### src/rtl/div_pkg.sv
// Shared definitions for the signed sequential divider: FSM state
// encoding and the helper used to size the iteration counter.
package div_pkg;

  typedef enum logic [1:0] {
    S_IDLE = 2'd0,
    S_ITER = 2'd1,
    S_FIX  = 2'd2
  } state_t;

  // Ceiling log2. Sizes a counter that must hold values up to value-1.
  function automatic int clog2(input int value);
    int result;
    int rest;
    result = 0;
    rest   = value - 1;
    while (rest > 0) begin
      result = result + 1;
      rest   = rest >> 1;
    end
    return result;
  endfunction

endpackage

### src/rtl/signed_seq_divider_if.sv
// Request/response bundle of the signed sequential divider.
//
// Handshake: the requester raises start with dividend/divisor valid. The
// request is taken on a rising edge only while ready=1; a start seen while
// ready=0 is dropped and never queued. Operands need only be stable on the
// accepting edge. done is a one-cycle pulse; quotient, remainder,
// div_by_zero and overflow are valid from that cycle and hold until the
// next done. ready rises again in the done cycle, so a new start may be
// presented there.
interface signed_seq_divider_if #(
  parameter int WIDTH = 8
);
  logic             start;
  logic [WIDTH-1:0] dividend;
  logic [WIDTH-1:0] divisor;
  logic             ready;
  logic             done;
  logic [WIDTH-1:0] quotient;
  logic [WIDTH-1:0] remainder;
  logic             div_by_zero;
  logic             overflow;

  modport master (
    output start, dividend, divisor,
    input  ready, done, quotient, remainder, div_by_zero, overflow
  );

  modport slave (
    input  start, dividend, divisor,
    output ready, done, quotient, remainder, div_by_zero, overflow
  );
endinterface

### src/rtl/div_restoring_step.sv
// One restoring-division step on unsigned magnitudes: shift the partial
// remainder/quotient pair left, trial-subtract the divisor, and keep the
// difference only when it is non-negative.
module div_restoring_step #(
  parameter int WIDTH = 8
) (
  input  logic [WIDTH:0]   rem,
  input  logic [WIDTH-1:0] quo,
  input  logic [WIDTH-1:0] dmag,
  output logic [WIDTH:0]   rem_next,
  output logic [WIDTH-1:0] quo_next
);

  logic [WIDTH+1:0] shifted;
  logic [WIDTH+1:0] trial;

  // Shift in the quotient MSB, subtract, and restore on a negative trial.
  always_comb begin
    shifted = {rem, quo[WIDTH-1]};
    trial   = shifted - {2'b00, dmag};
    if (!trial[WIDTH+1]) begin
      rem_next = trial[WIDTH:0];
      quo_next = {quo[WIDTH-2:0], 1'b1};
    end else begin
      rem_next = shifted[WIDTH:0];
      quo_next = {quo[WIDTH-2:0], 1'b0};
    end
  end

endmodule

### src/rtl/signed_seq_divider.sv
// Multi-cycle signed divider with truncating (round-toward-zero)
// semantics. Operates on magnitudes over WIDTH restoring steps, then fixes
// up signs. Latency from accepted start to done is WIDTH+2 cycles for every
// operand pair, including divide-by-zero and the single overflow case.
module signed_seq_divider
  import div_pkg::*;
#(
  parameter int WIDTH = 8
) (
  input  logic                 clk,
  input  logic                 rst,
  signed_seq_divider_if.slave  bus,
  output logic [1:0]           dbg_state
);

  localparam int CW = (clog2(WIDTH) < 1) ? 1 : clog2(WIDTH);
  localparam logic [WIDTH-1:0] MOST_NEG = {1'b1, {(WIDTH-1){1'b0}}};

  state_t           state;
  state_t           state_next;
  logic             accept;

  logic [CW-1:0]    count;
  logic [WIDTH:0]   rem_r;
  logic [WIDTH-1:0] quo_r;
  logic [WIDTH-1:0] dmag_r;
  logic             q_sign;
  logic             r_sign;
  logic             dz_r;
  logic             ov_r;

  logic [WIDTH:0]   rem_next;
  logic [WIDTH-1:0] quo_next;

  logic [WIDTH-1:0] quotient_r;
  logic [WIDTH-1:0] remainder_r;
  logic             dz_out;
  logic             ov_out;
  logic             done_r;

  // Two's-complement magnitude; the most negative value maps to 2^(WIDTH-1).
  function automatic logic [WIDTH-1:0] mag(input logic [WIDTH-1:0] x);
    return x[WIDTH-1] ? (~x + 1'b1) : x;
  endfunction

  div_restoring_step #(.WIDTH(WIDTH)) u_step (
    .rem      (rem_r),
    .quo      (quo_r),
    .dmag     (dmag_r),
    .rem_next (rem_next),
    .quo_next (quo_next)
  );

  // FSM state register.
  always_ff @(posedge clk) begin
    if (rst) state <= S_IDLE;
    else     state <= state_next;
  end

  // Next-state logic and request acceptance.
  always_comb begin
    state_next = state;
    accept     = 1'b0;
    case (state)
      S_IDLE: begin
        if (bus.start) begin
          accept     = 1'b1;
          state_next = S_ITER;
        end
      end
      S_ITER: begin
        if (count == '0) state_next = S_FIX;
      end
      S_FIX:   state_next = S_IDLE;
      default: state_next = S_IDLE;
    endcase
  end

  // Operand capture, restoring iterations and sign fix-up into the outputs.
  always_ff @(posedge clk) begin
    if (rst) begin
      count       <= '0;
      rem_r       <= '0;
      quo_r       <= '0;
      dmag_r      <= '0;
      q_sign      <= 1'b0;
      r_sign      <= 1'b0;
      dz_r        <= 1'b0;
      ov_r        <= 1'b0;
      quotient_r  <= '0;
      remainder_r <= '0;
      dz_out      <= 1'b0;
      ov_out      <= 1'b0;
      done_r      <= 1'b0;
    end else begin
      done_r <= 1'b0;
      if (accept) begin
        r_sign <= bus.dividend[WIDTH-1];
        q_sign <= bus.dividend[WIDTH-1] ^ bus.divisor[WIDTH-1];
        quo_r  <= mag(bus.dividend);
        dmag_r <= mag(bus.divisor);
        rem_r  <= '0;
        count  <= CW'(WIDTH - 1);
        dz_r   <= (bus.divisor == '0);
        ov_r   <= (bus.dividend == MOST_NEG) && (bus.divisor == '1);
      end
      if (state == S_ITER) begin
        rem_r <= rem_next;
        quo_r <= quo_next;
        count <= count - 1'b1;
      end
      if (state == S_FIX) begin
        // Divide-by-zero forces -1; the remainder path already yields the
        // dividend because every trial subtraction of zero succeeds.
        if (dz_r)        quotient_r <= '1;
        else if (q_sign) quotient_r <= ~quo_r + 1'b1;
        else             quotient_r <= quo_r;
        remainder_r <= r_sign ? (~rem_r[WIDTH-1:0] + 1'b1) : rem_r[WIDTH-1:0];
        dz_out      <= dz_r;
        ov_out      <= ov_r;
        done_r      <= 1'b1;
      end
    end
  end

  assign bus.ready       = (state == S_IDLE);
  assign bus.done        = done_r;
  assign bus.quotient    = quotient_r;
  assign bus.remainder   = remainder_r;
  assign bus.div_by_zero = dz_out;
  assign bus.overflow    = ov_out;
  assign dbg_state       = state;

endmodule

### src/flat_wrapper.sv
// flat-port wrapper written by rule: the top's interface ports become plain ports
module signed_seq_divider_flat import div_pkg::*;
#(
  parameter int WIDTH = 8
)
  (clk, rst, dbg_state, bus_start, bus_dividend, bus_divisor, bus_ready, bus_done, bus_quotient, bus_remainder, bus_div_by_zero, bus_overflow);
  signed_seq_divider_if #(.WIDTH(WIDTH)) bus_i ();
  input  logic clk;
  input  logic rst;
  output logic [1:0] dbg_state;
  input wire logic [$bits(bus_i.start)-1:0] bus_start;
  input wire logic [$bits(bus_i.dividend)-1:0] bus_dividend;
  input wire logic [$bits(bus_i.divisor)-1:0] bus_divisor;
  output wire logic [$bits(bus_i.ready)-1:0] bus_ready;
  output wire logic [$bits(bus_i.done)-1:0] bus_done;
  output wire logic [$bits(bus_i.quotient)-1:0] bus_quotient;
  output wire logic [$bits(bus_i.remainder)-1:0] bus_remainder;
  output wire logic [$bits(bus_i.div_by_zero)-1:0] bus_div_by_zero;
  output wire logic [$bits(bus_i.overflow)-1:0] bus_overflow;
  assign bus_i.start = bus_start;
  assign bus_i.dividend = bus_dividend;
  assign bus_i.divisor = bus_divisor;
  assign bus_ready = bus_i.ready;
  assign bus_done = bus_i.done;
  assign bus_quotient = bus_i.quotient;
  assign bus_remainder = bus_i.remainder;
  assign bus_div_by_zero = bus_i.div_by_zero;
  assign bus_overflow = bus_i.overflow;
  signed_seq_divider #(.WIDTH(WIDTH)) u_core (.clk(clk), .rst(rst), .bus(bus_i), .dbg_state(dbg_state));
endmodule
### config.mk
export PLATFORM = sky130hd
export DESIGN_NAME = signed_seq_divider_flat
export DESIGN_NICKNAME = d
export VERILOG_FILES = /design/src/rtl/div_pkg.sv /design/src/rtl/signed_seq_divider_if.sv /design/src/rtl/div_restoring_step.sv /design/src/rtl/signed_seq_divider.sv /design/src/flat_wrapper.sv
export SDC_FILE = /design/constraint.sdc
export NUM_CORES = 1
export LEC_CHECK = 0
export ABC_AREA = 0
export BUFFER_PORTS_ARGS = -buffer_cell sky130_fd_sc_hd__clkbuf_2
export CAP_MARGIN = 5
export CORE_MARGIN = 1
export CORE_UTILIZATION = 45
export DETAILED_ROUTE_END_ITERATION = 8
export MAX_ROUTING_LAYER = met4
export SLEW_MARGIN = 20
export SYNTH_ARGS = -nofsm -noshare
export SYNTH_HDL_FRONTEND = slang
export SYNTH_SLANG_ARGS = --single-unit
### constraint.sdc
create_clock -name clk -period 3.6 [get_ports clk]
set_input_delay 0.18 -clock clk [delete_from_list [all_inputs] [get_ports clk]]
set_output_delay 0.18 -clock clk [all_outputs]
set_load 0.05 [all_outputs]
* After elaboration in Yosys (flattened, before gate mapping)
Cells that the tools add are included.
Widths: inputs -> output; s select.
** Word-level totals
- Output and inout port bits :: 22
- Flip-flop bits (word level) :: 53
- Logic and storage cells :: 56
- Input bits :: 19
** Cells by class
- Multiplexer cells :: 19
- Add/sub/neg operators :: 6
- Equality and inequality tests :: 6
- Reduce and logical (&&, ||, !) cells :: 6
- Bitwise gates (word level) :: 5
** Operators with widths (count)
- $mux 8 :: 7
- $add 8x1->8 const B :: 4
- $not 8->8 :: 4
- $mux 9 :: 3
- $eq 8x8->1 const B :: 2
- $sub 10x8->10 :: 1
- $logic_not 8->1 :: 1
- $mux 3 :: 2
- $mux 1 :: 4
- $mux 2 :: 2
- $pmux 2 s2 :: 1
- $logic_not 3->1 :: 1
- $sub 3x1->3 const B :: 1
- $eq 2x1->1 const B :: 1
- $eq 2x2->1 const B :: 1
- $logic_not 2->1 :: 1
- $ne 2x1->1 const B :: 1
- $ne 2x2->1 const B :: 1
- $reduce_and 2->1 :: 1
- $reduce_bool 2->1 :: 1
- $logic_and 1x1->1 :: 1
- $xor 1x1->1 :: 1

* Depth between registers and ports, before layout
Gate-level depths: netlist of run 1.
- Depth in word-level cells :: 5
- Mapped depth :: 10

* By module
A second synthesis of run 1 with hierarchy kept.
** Second synthesis, totals
- Cell total of the unflattened synthesis :: 386
- Area, all modules :: 3175.5 sq um
** By module, submodules not included
- signed_seq_divider :: cells each 307, area each 2557.5 sq um, times used 1
- div_restoring_step :: cells each 79, area each 618.1 sq um, times used 1

* Worst setup path after synthesis of run 1
No wires, ideal clock.
- Kind :: register -> register
- Start :: register u_core.state[0] (netlist: u_core.dbg_state[0])
- End :: register u_core.dmag_r[1]
- Library setup time :: 0.086 ns
- Buffers on the path :: 1
- Data required time :: 3.514 ns
- Slack :: 1.411 ns
- Data arrival time :: 2.104 ns
- Clock period less this slack :: 2.189 ns
- Stages on the path, launching flop included :: 6
- Cells stage by stage :: dfxtp_1 -> nor2_1 -> and2_0 -> clkbuf_1 -> nor2_1 -> a211oi_1
** Between the ends
- Word-level cells in the longest chain between the ends :: 2
** RTL lines
- start, declared :: line signed_seq_divider.sv:19 : state_t state;
- start signal, assigned :: line signed_seq_divider.sv:57 : else state <= state_next;
- $logic_not 2->1
- named net bus_ready :: line flat_wrapper.sv:14 : output wire logic [$bits(bus_i.ready)-1:0] bus_ready;
- $mux 1 :: line signed_seq_divider.sv:64 : case (state)
- end signal, assigned :: line signed_seq_divider.sv:101 : dmag_r <= mag(bus.divisor);
- end, declared :: line signed_seq_divider.sv:26 : logic [WIDTH-1:0] dmag_r;
The timed path passes the listed nets, and every way through them passes these cells.
A chain may end at the register's enable or synchronous reset.

* Worst setup path after layout of run 1
- Start :: register u_core.quo_r[7]
- End :: register u_core.rem_r[6]
** Between the ends
- Word-level cells in the longest chain between the ends :: 3
** RTL lines
- start, declared :: line signed_seq_divider.sv:25 : logic [WIDTH-1:0] quo_r;
- start signal, assigned :: line signed_seq_divider.sv:100 : quo_r <= mag(bus.dividend);
- start signal, assigned :: line signed_seq_divider.sv:109 : quo_r <= quo_next;
- $sub 10x8->10 :: line div_restoring_step.sv:20 : trial = shifted - {2'b00, dmag};
- $mux 9 :: line div_restoring_step.sv:21 : if (!trial[WIDTH+1]) begin
- $mux 9 :: line signed_seq_divider.sv:107 : if (state == S_ITER) begin
- end signal, assigned :: line signed_seq_divider.sv:108 : rem_r <= rem_next;
- end, declared :: line signed_seq_divider.sv:24 : logic [WIDTH:0] rem_r;
Every way passes these cells.

==> qor.yml, run 1 <==
outcome: "completed"
drive_gt1_share_pct: 15.1
crit_path_start_kind: "flip-flop"
dpl_cell_area_sq_mm: 0.00342
detail_route.first_pass.iterations: 4
cp-end-kind: "flip-flop"
cts.repair.resized: 0
crit_chain: "inv_1, ha_1, inv_1, fa_1, a21oi_1, o2bb2ai_1, or3_1, nand3_1, nor3b_1, a311o_1"
cts_buffers: 5
post-route-min-period_ns: 2.24
cts_sinks: 53
hold_buffers: 0
worst_pin_slew_ns: 1.08
rsz0062_at_grt: "no"
syn_nets: 434
p_sw_uw: 622
gp_congestion: 0.843
reg2reg_slack_ns: 1.36
postSynthAreaPerCell_sq_um: 8.00
multi_input_area_sq_mm: 0.00193
root_buffer: "clkbuf_8"
ys_seq_area_share_pct: 33.2
ios: 41
path_common_cell: "inv_1"
clk_path_buf_depth: 2
tns_ns: 0
yosys_warnings: 0
finalHoldViolations: 0
htreeDepth: 2
drv_slew: 0
wl_per_cell_um: 13.9
min_period_over_period_pct: 62.1
synth.cell_area_sq_mm: 0.00319
final_common_cell: "dfxtp_1"
synth_edf_count: 0
p_sw_share_pct: 38.3
stdcell_area_sq_mm: 0.00352
power_frac_comb_pct: 36.9
die_area_sq_mm: 0.00744
powerDensity_mw_per_mm2: 462
ant_nets: 0
final_util_pct: 51.5
diodes: 0
ys_types: 62
leakage_nw: 1.41
synthArstFlopShare_pct: 0
worstPathRequired_ns: 3.80
post_cts_buffers: 0
netlist_instances: 399
num-nets-final: 457
drtIter0Drc: 241
cp_slowest_cell: "fa_1"
clkTransAtPathRegs_ns: 0.10
cts_tree: "done"
worst-path-buf-inv: 2
cpLargestDelayFamily: "compound AO/OA/AOI/OAI gates"
fillers: 702
avgViaCountPerCell: 5.37
dpl.hpwl_mm: 5.48
arrival_ns: 2.43
io_buffers: 40
hold_class: "in2reg"
core_sq_mm: 0.00683
overflow: 0
vdd_drop_max_mv: 0.200
cp_slowest_stage_delay_ns: 0.39
clk_latency_ns: 0.31
seq_power_share_pct: 41.9
slew_headroom_pct: 28.1
start_util_pct: 46.7
drcViolationCount: 0
max_cap_viol_count: 0
yosys_most_used_dff: "dfxtp_1"
cp_max_fo: 4
antenna_found_initial: 0
grt_pass1_wl_mm: 12.3
grtUsageTotal_pct: 21.4
die_y_um: 86.2
worst_hold_slack_ns: 0.159
worstSetupPathType: "reg2reg"
fp.dieW_um: 86.2
register_area_sq_mm: 0.00106
area_delta_synth_final_pct: 10.2
fmax_mhz: 447
mostFrequentLayoutCells: "53 x dfxtp_1, 49 x nor2_1, 40 x clkbuf_2"
drt-total-wl_mm: 7.22
vias: 2786
grt_pass1_vias: 2526
synth-seq-cells: 53
cell_internal_pwr_mw: 1.00
grt_max_degree: 47
skew_ns: 0.0120
setup_viol: 0
fp-row-count: 30
clkPwrFrac_pct: 21.2
## layer usage
layer / share of wire [%] / vias to the layer above / GRT usage [%] / wire length, um
met5: 0 / - / - / 0
met2: 44 / 59 / 33.0 / 3190
met1: 51 / 1267 / 29.3 / 3680
met4: 0.94 / 0 / 5.30 / 68
li1: - / 1455 / - / -
met3: 3.7 / 5 / 3.43 / 269
## stage by stage
stage,setup slack (ns),instances,total power [mW]
detailed placement,1.37,511,1.29
global placement,1.41,511,1.28
finish,1.36,519,1.63
global route,1.19,519,1.74
floorplan,1.41,399,1.17
CTS,1.35,519,1.64
## worst min-delay path, stage by stage
cell and delay, ns:
clkbuf_2 0.12, nand2_1 0.07, a21oi_1 0.05
## final timing paths
| kind | depth (start not counted) | from | endpoint |
|---|---|---|---|
| min reg2reg | 2 | u_core.bus.remainder[0]$_SDFFE_PP0P_ | u_core.bus.remainder[0]$_SDFFE_PP0P_ |
| max | 10 | u_core.quo_r[7]$_SDFFE_PP0P_ | u_core.rem_r[6]$_SDFFE_PP0P_ |
| min | 3 | bus_divisor[0] | u_core.dmag_r[0]$_SDFFE_PP0P_ |
| max reg2reg | 10 | u_core.quo_r[7]$_SDFFE_PP0P_ | u_core.rem_r[6]$_SDFFE_PP0P_ |
## area by class of cell
| cell class | instances | share of cell area, % |
|---|---|---|
| Multi-Input combinational cell | 294 | 54.8 |
| Inverter | 25 | 2.67 |
| Clock buffer | 5 | 1.96 |
| Timing Repair Buffer | 43 | 6.33 |
| Sequential cell | 53 | 30.2 |
| Tap cell | 96 | 3.41 |
| Clock inverter | 3 | 0.711 |
## synth_stat cells, types with 7 or more instances
| cell | number | share of area (%) |
|---|---|---|
| nor2_1 | 49 | 5.8 |
| o31ai_1 | 11 | 2.6 |
| ha_1 | 15 | 5.9 |
| nand4_1 | 9 | 1.8 |
| xnor2_1 | 18 | 4.9 |
| nand2b_1 | 8 | 1.6 |
| nor3_1 | 17 | 2.7 |
| inv_1 | 24 | 2.8 |
| nand2_1 | 39 | 4.6 |
| xor2_1 | 9 | 2.5 |
| dfxtp_1 | 53 | 33 |
| a21oi_1 | 17 | 2.7 |
| clkbuf_1 | 23 | 2.7 |
| o21ai_0 | 7 | 1.1 |
| a211oi_1 | 16 | 3.8 |
| nand3_1 | 10 | 1.6 |
## flip-flops by register name, summed over array words and instances (netlist names)
| name | cells |
|---|---|
| u_core.dmag_r | 8 |
| u_core.bus.div_by_zero | 1 |
| u_core.ov_r | 1 |
| u_core.quo_r | 8 |
| u_core.dbg_state | 2 |
| u_core.dz_r | 1 |
| u_core.bus.quotient | 8 |
| u_core.q_sign | 1 |
| u_core.rem_r | 9 |
| u_core.r_sign | 1 |
| u_core.bus.overflow | 1 |
| u_core.bus.remainder | 8 |
| u_core.count | 3 |
| u_core.bus.done | 1 |
## logic make-up (layout without fill, tap and decap cells)
logic type	count (synthesis)	count (layout)	share of synthesized area, %
buffers and inverters	52	76	6.43
AND/OR/NAND/NOR	157	157	23.4
flip-flops	53	53	33.2
multiplexers	4	4	1.33
adder cells (fa/ha/maj)	16	16	6.50
XOR/XNOR	27	27	7.41
AO/OA/AOI/OAI	90	90	21.7
## power groups by stage
stage	Clock, mW	Sequential, mW	Combinational, mW
global placement	0	0.693	0.591
floorplan	0	0.700	0.465
detailed placement	0	0.695	0.597
global route	0.383	0.689	0.671
finish	0.344	0.681	0.600
CTS	0.359	0.681	0.599
(Power assumes the default switching activity.)
==> run 2: changes to the inputs <==
- PLACE_DENSITY: not set -> 0.67
- clock period: 3.6 -> 1.95 ns (I/O delays scaled with it)
==> run 2 against run 1 <==
The flow now finishes with violations (setup timing); flip-flop and latch count unchanged; design area up 15%; sequential share of layout area down 3.6 points; maximum frequency up 12%; clock-buffer cell count unchanged; clock skew down 0.0023 ns; sequential power up 84%.
==> qor.yml, run 2 (same netlist as run 1, synthesis figures left out) <==
outcome: "complete, but fails checks"
violations: "setup timing"
hold_depth: 3
dpl.hpwl_mm: 5.84
post-route-min-period_ns: 1.99
p_sw_share_pct: 36.3
drive_gt1_share_pct: 30.8
vias: 3035
skew_ns: 0.00966
gp_congestion: 0.921
overflow: 0
ios: 41
clk_latency_ns: 0.32
fin_ws_ns: -0.0385
rr_worst_depth: 10
min-delay-start: "bus_divisor[0]"
finalHoldViolations: 0
final_common_cell: "nor2_1"
vdd_drop_max_mv: 0.363
fp-row-count: 30
wl_per_cell_um: 14.1
core_sq_mm: 0.00683
r2r-start: "u_core.quo_r[7]$_SDFFE_PP0P_"
area_delta_synth_final_pct: 26.4
io_buffers: 40
arrival_ns: 2.20
cts_buffers: 5
die_y_um: 86.2
worstSetupPathType: "reg2reg"
avgViaCountPerCell: 5.45
drtIter0Drc: 154
fp.dieW_um: 86.2
ant_nets: 0
cell_internal_pwr_mw: 2.27
grtUsageTotal_pct: 21.7
diodes: 0
antenna_found_initial: 0
powerDensity_mw_per_mm2: 882
num-nets-final: 495
grt_pass1_vias: 2649
rsz0062_at_grt: "yes"
p_sw_mw: 1.29
die_area_sq_mm: 0.00744
clkPwrFrac_pct: 21.7
mostFrequentLayoutCells: "47 x nor2_1, 43 x dfxtp_1, 40 x clkbuf_2"
crit_path_start_kind: "flip-flop"
start_util_pct: 46.7
slew_headroom_pct: 65.9
min_period_over_period_pct: 102
setup_viol: 2
power_frac_comb_pct: 43.3
cp-startpoint: "u_core.quo_r[7]$_SDFFE_PP0P_"
cts_sinks: 53
leakage_nw: 1.63
grt_max_degree: 29
root_buffer: "clkbuf_8"
clkTransAtPathRegs_ns: 0.10
htreeDepth: 2
detail_route.first_pass.iterations: 6
hold_buffers: 0
grt_pass1_wl_mm: 12.4
power_mw: 3.56
largest_register_ffs: 9
drv_slew: 0
worstPathRequired_ns: 2.17
cts_tree: "done"
cp_max_fo: 2
cp-end-kind: "flip-flop"
drcViolationCount: 0
hold_class: "in2reg"
drt-total-wl_mm: 7.86
top_register: "u_core.rem_r"
max_cap_viol_count: 0
clk_path_buf_depth: 2
worst_pin_slew_ns: 0.499
seq_power_share_pct: 35.0
fillers: 627
worst_hold_slack_ns: 0.0666
fmax_mhz: 503
[run 2: cell count changes in the layout (fill, tap and decap cells not counted), moves of 6 or more]
cell and change:
inv_1 -6, ha_4 +8, inv_2 +6, dfxtp_2 +10, buf_4 +36, dfxtp_1 -10
ha_1 -8
[run 2: routing by layer]
metal / up-vias / GRT usage [%] / share of wire [%]
met5: - / - / 0
met4: 0 / 5.91 / 1.1
met3: 9 / 3.24 / 3.8
li1: 1531 / - / -
met1: 1420 / 29.2 / 48
met2: 75 / 33.8 / 47
[run 2: worst max-delay path, stage by stage, from the launching register on]
cell and delay [ns]:
dfxtp_2 0.34, inv_2 0.06, ha_4 0.12, inv_2 0.03, fa_2 0.34, a21oi_2 0.18, o2bb2ai_2 0.08, or3_1 0.32
nand3_2 0.08, nor3b_2 0.04, a311o_1 0.30
[run 2: layout make-up]
type | instances | area [sq um] | area share, %
flip-flops and latches | 53 | 1070 | 26.6
repair buffers | 81 | 515 | 12.8
clock buffers | 5 | 68.8 | 1.70
well taps | 96 | 120 | 2.98
clock inverters | 3 | 43.8 | 1.08
inverters | 25 | 93.8 | 2.32
multi-input cells | 294 | 2120 | 52.5
[run 2: path summary, 6_finish.rpt]
check,end,slack [ns]
max,u_core.rem_r[6]$_SDFFE_PP0P_,-0.04
max reg2reg,u_core.rem_r[6]$_SDFFE_PP0P_,-0.04
min reg2reg,u_core.bus.div_by_zero$_SDFFE_PP0P_,0.46
min,u_core.dmag_r[0]$_SDFFE_PP0P_,0.07
[run 2: power by group through the flow]
stage / Clock (mW) / Combinational (mW) / Sequential, mW
after CTS: 0.795 / 1.33 / 1.24
after global placement: 0 / 1.29 / 1.26
final: 0.774 / 1.54 / 1.25
after detailed placement: 0 / 1.31 / 1.26
after floorplan: 0 / 0.870 / 1.30
after global routing: 0.836 / 1.67 / 1.26
[run 2: repair_timing]
action,CTS,global route
gates resized for setup,10,33
setup buffers,0,4
endpoints found under the setup margin,7,7
cloned,0,0
pin swaps,1,15
[run 2: per-stage QoR]
stage          cells  TNS [ns]  util, %  area (sq um)  setup WS, ns
4_1_cts          553   -0.0659     56.4          3850       -0.0369
5_1_grt          557    -0.348     59.1          4040        -0.118
6_report         557   -0.0656     59.1          4040       -0.0385
3_3_place_gp     545   -0.0276     54.2          3700       -0.0207
2_1_floorplan    399   -0.0365        -          3220       -0.0365
3_5_place_dp     545    -0.138     54.2          3700       -0.0676
==> run 3: changes to the inputs <==
- ABC_AREA: 0 -> 1
==> run 3 against run 2 <==
The run now ends clean; first-iteration DRC count down 22%; register-to-register slack better by 0.12 ns; die area down 1.7%; via count up 0.36%; combinational power up 86%; total power up 37%; clock skew up 0.0019 ns.
==> qor.yml, run 3 <==
outcome: "completed"
yosys_most_used_dff: "dfxtp_1"
worstSetupPathType: "reg2reg"
cts_sinks: 53
drt-total-wl_mm: 7.67
stdcell_area_sq_mm: 0.00365
r2r-start: "u_core.quo_r[7]$_SDFFE_PP0P_"
synth.top_cell.area_share_pct: 33.8
clk_latency_ns: 0.31
start_util_pct: 46.4
drtIter0Drc: 120
rr_worst_depth: 13
clk_path_buf_depth: 2
finalHoldViolations: 0
register_area_sq_mm: 0.00106
dpl_cell_area_sq_mm: 0.00345
clkTransAtPathRegs_ns: 0.10
slew_headroom_pct: 69.3
diodes: 0
grt_max_degree: 25
p_sw_share_pct: 48.3
dpl.hpwl_mm: 5.67
avgViaCountPerCell: 5.22
gp_congestion: 0.879
core_sq_mm: 0.00676
htreeDepth: 2
fp-row-count: 30
post-route-min-period_ns: 1.87
netlist_instances: 457
fillers: 675
r2r-end: "u_core.rem_r[6]$_SDFFE_PP0P_"
detail_route.first_pass.iterations: 5
synth.area.top_cells: "dfxtp_1 34%, nand2_1 12%, inv_1 7.9%, nand3_1 7.2%, ha_1 6.0%"
arrival_ns: 2.11
power_frac_comb_pct: 58.5
num-nets-final: 537
vdd_drop_max_mv: 0.558
io_buffers: 40
seq_power_share_pct: 28.4
final_common_cell: "nand2_1"
skew_ns: 0.0115
synth_compound_area_share_pct: 16.4
multi_input_area_sq_mm: 0.00186
worst_hold_slack_ns: 0.0842
leakage_nw: 1.72
ios: 41
grtUsageTotal_pct: 21.9
synth_simple_gate_area_share_pct: 29.6
max_cap_viol_count: 0
grt_pass1_wl_mm: 12.5
mostFrequentLayoutCells: "97 x nand2_1, 64 x inv_1, 51 x dfxtp_1"
vias: 3046
postSynthAreaPerCell_sq_um: 6.86
largest_register_ffs: 9
ys_types: 33
overflow: 0
cell_internal_pwr_mw: 2.53
antenna_found_initial: 0
setup_viol: 0
reg2reg_slack_ns: 0.08
wl_per_cell_um: 13.2
die_y_um: 85.5
grt_pass1_vias: 2784
yosysTopAreaCell: "dfxtp_1"
worstPathRequired_ns: 2.20
worst_pin_slew_ns: 0.460
layoutNonFillerInstCount: 583
area_delta_synth_final_pct: 16.3
die_area_sq_mm: 0.00731
synth-seq-cells: 53
top_register: "u_core.rem_r"
p_sw_mw: 2.36
yosys_warnings: 0
fmax_mhz: 536
ant_nets: 0
synth_edf_count: 0
yosys-top-cells-count: "99 x nand2_1, 66 x inv_1, 53 x dfxtp_1"
drcViolationCount: 0
cts_buffers: 5
fp.dieW_um: 85.5
synth_xor_area_share_pct: 3.35
drv_slew: 0
final_util_pct: 54.0
synth.cell_area_sq_mm: 0.00314
clkPwrFrac_pct: 13.1
synth_most_common_cell: "nand2_1"
cts_tree: "done"
synth_top_family_by_area: "simple AND/OR/NAND/NOR gates"
synth_mux_area_share_pct: 0
drive_gt1_share_pct: 17.9
yosys.area_share.adder_pct: 6.62
hold_class: "in2reg"
powerDensity_mw_per_mm2: 1340
dp_cells: 572
synthArstFlopShare_pct: 0
cp-end-kind: "flip-flop"
cp_max_fo: 3
endpoint: "u_core.rem_r[6]$_SDFFE_PP0P_"
cp-startpoint: "u_core.quo_r[7]$_SDFFE_PP0P_"
root_buffer: "clkbuf_8"
min_period_over_period_pct: 95.7
ys_seq_area_share_pct: 33.8
syn_nets: 492
crit_path_start_kind: "flip-flop"
## run 3: cell types whose count changed after synthesis, sizes merged, moves of 16 or more
cell    change
a211oi     -16
a21oi      +19
inv        +44
nand2      +65
nand3      +37
nor2       -24
o21ai      +21
## run 3: cells by family (layout without fill, tap and decap cells)
group / after synthesis / count (layout)
compound gates: 91 / 91
xor+xnor: 12 / 12
fa+ha+maj: 16 / 16
buf+inv: 83 / 127
flops: 53 / 53
simple gates: 202 / 204
## run 3: worst max-delay path, cell delays in order, from the launching register on
cell,delay (ns)
dfxtp_2,0.34
inv_2,0.08
ha_2,0.17
inv_2,0.06
fa_2,0.39
nand3_1,0.09
nand2_2,0.10
nand2_2,0.08
nand2_1,0.05
nand2_1,0.05
nand2_1,0.07
nand3_1,0.10
nand3_1,0.07
a21oi_1,0.15
## run 3: layout make-up
class / count / area share (%)
tap: 80 / 2.74
clock buffer: 5 / 1.89
inverter: 68 / 7.00
sequential: 53 / 29.2
clock inverter: 3 / 0.583
multi-input combinational: 323 / 50.9
timing repair buffer: 51 / 7.75
## run 3: timing repair
action,4_1_cts,5_1_grt
hold buffers,0,0
gates resized for setup,1,17
endpoints found under the setup margin,1,10
pin swaps,0,4
setup buffers,0,1
gates cloned,0,2
## run 3: power by group through the flow
stage	logic, mW	registers (mW)	clock network (mW)
global route	3.21	1.40	0.694
global placement	2.42	1.39	0
finish	2.86	1.39	0.639
detailed placement	2.48	1.40	0
floorplan	1.92	1.43	0
CTS	2.50	1.37	0.654
## run 3: worst min path at each step
stage	startpoint	endpoint	slack (ns)	cells past startpoint
2_1_floorplan	rst	u_core.dbg_state[1]$_SDFFE_PP0P_	0.17	1
3_3_place_gp	bus_dividend[0]	u_core.quo_r[0]$_SDFFE_PP0P_	0.40	3
6_report	bus_divisor[0]	u_core.dmag_r[0]$_SDFFE_PP0P_	0.08	3
4_1_cts	bus_dividend[0]	u_core.quo_r[0]$_SDFFE_PP0P_	0.07	3
3_5_place_dp	bus_dividend[0]	u_core.quo_r[0]$_SDFFE_PP0P_	0.41	3
5_1_grt	bus_dividend[0]	u_core.quo_r[0]$_SDFFE_PP0P_	0.08	3
## run 3: per-stage QoR
stage	TNS [ns]	power (mW)	setup WS (ns)
after floorplan	0	3.35	0.0284
after global placement	0	3.82	0.0420
after detailed placement	0	3.88	0.00760
after CTS	0	4.52	0.0515
after global routing	-0.00789	5.31	-0.00789
final	0	4.89	0.0840
## run 3: routing by layer
layer  wire [um]  share of wire [%]  vias up  global-route usage (%)
li1            -                  -     1613                       -
met1        3460                 45     1377                    26.0
met3         221                2.9        6                    3.37
met5           0                  0        -                       -
met2        3890                 51       50                    38.4
met4         102                1.3        0                    6.36
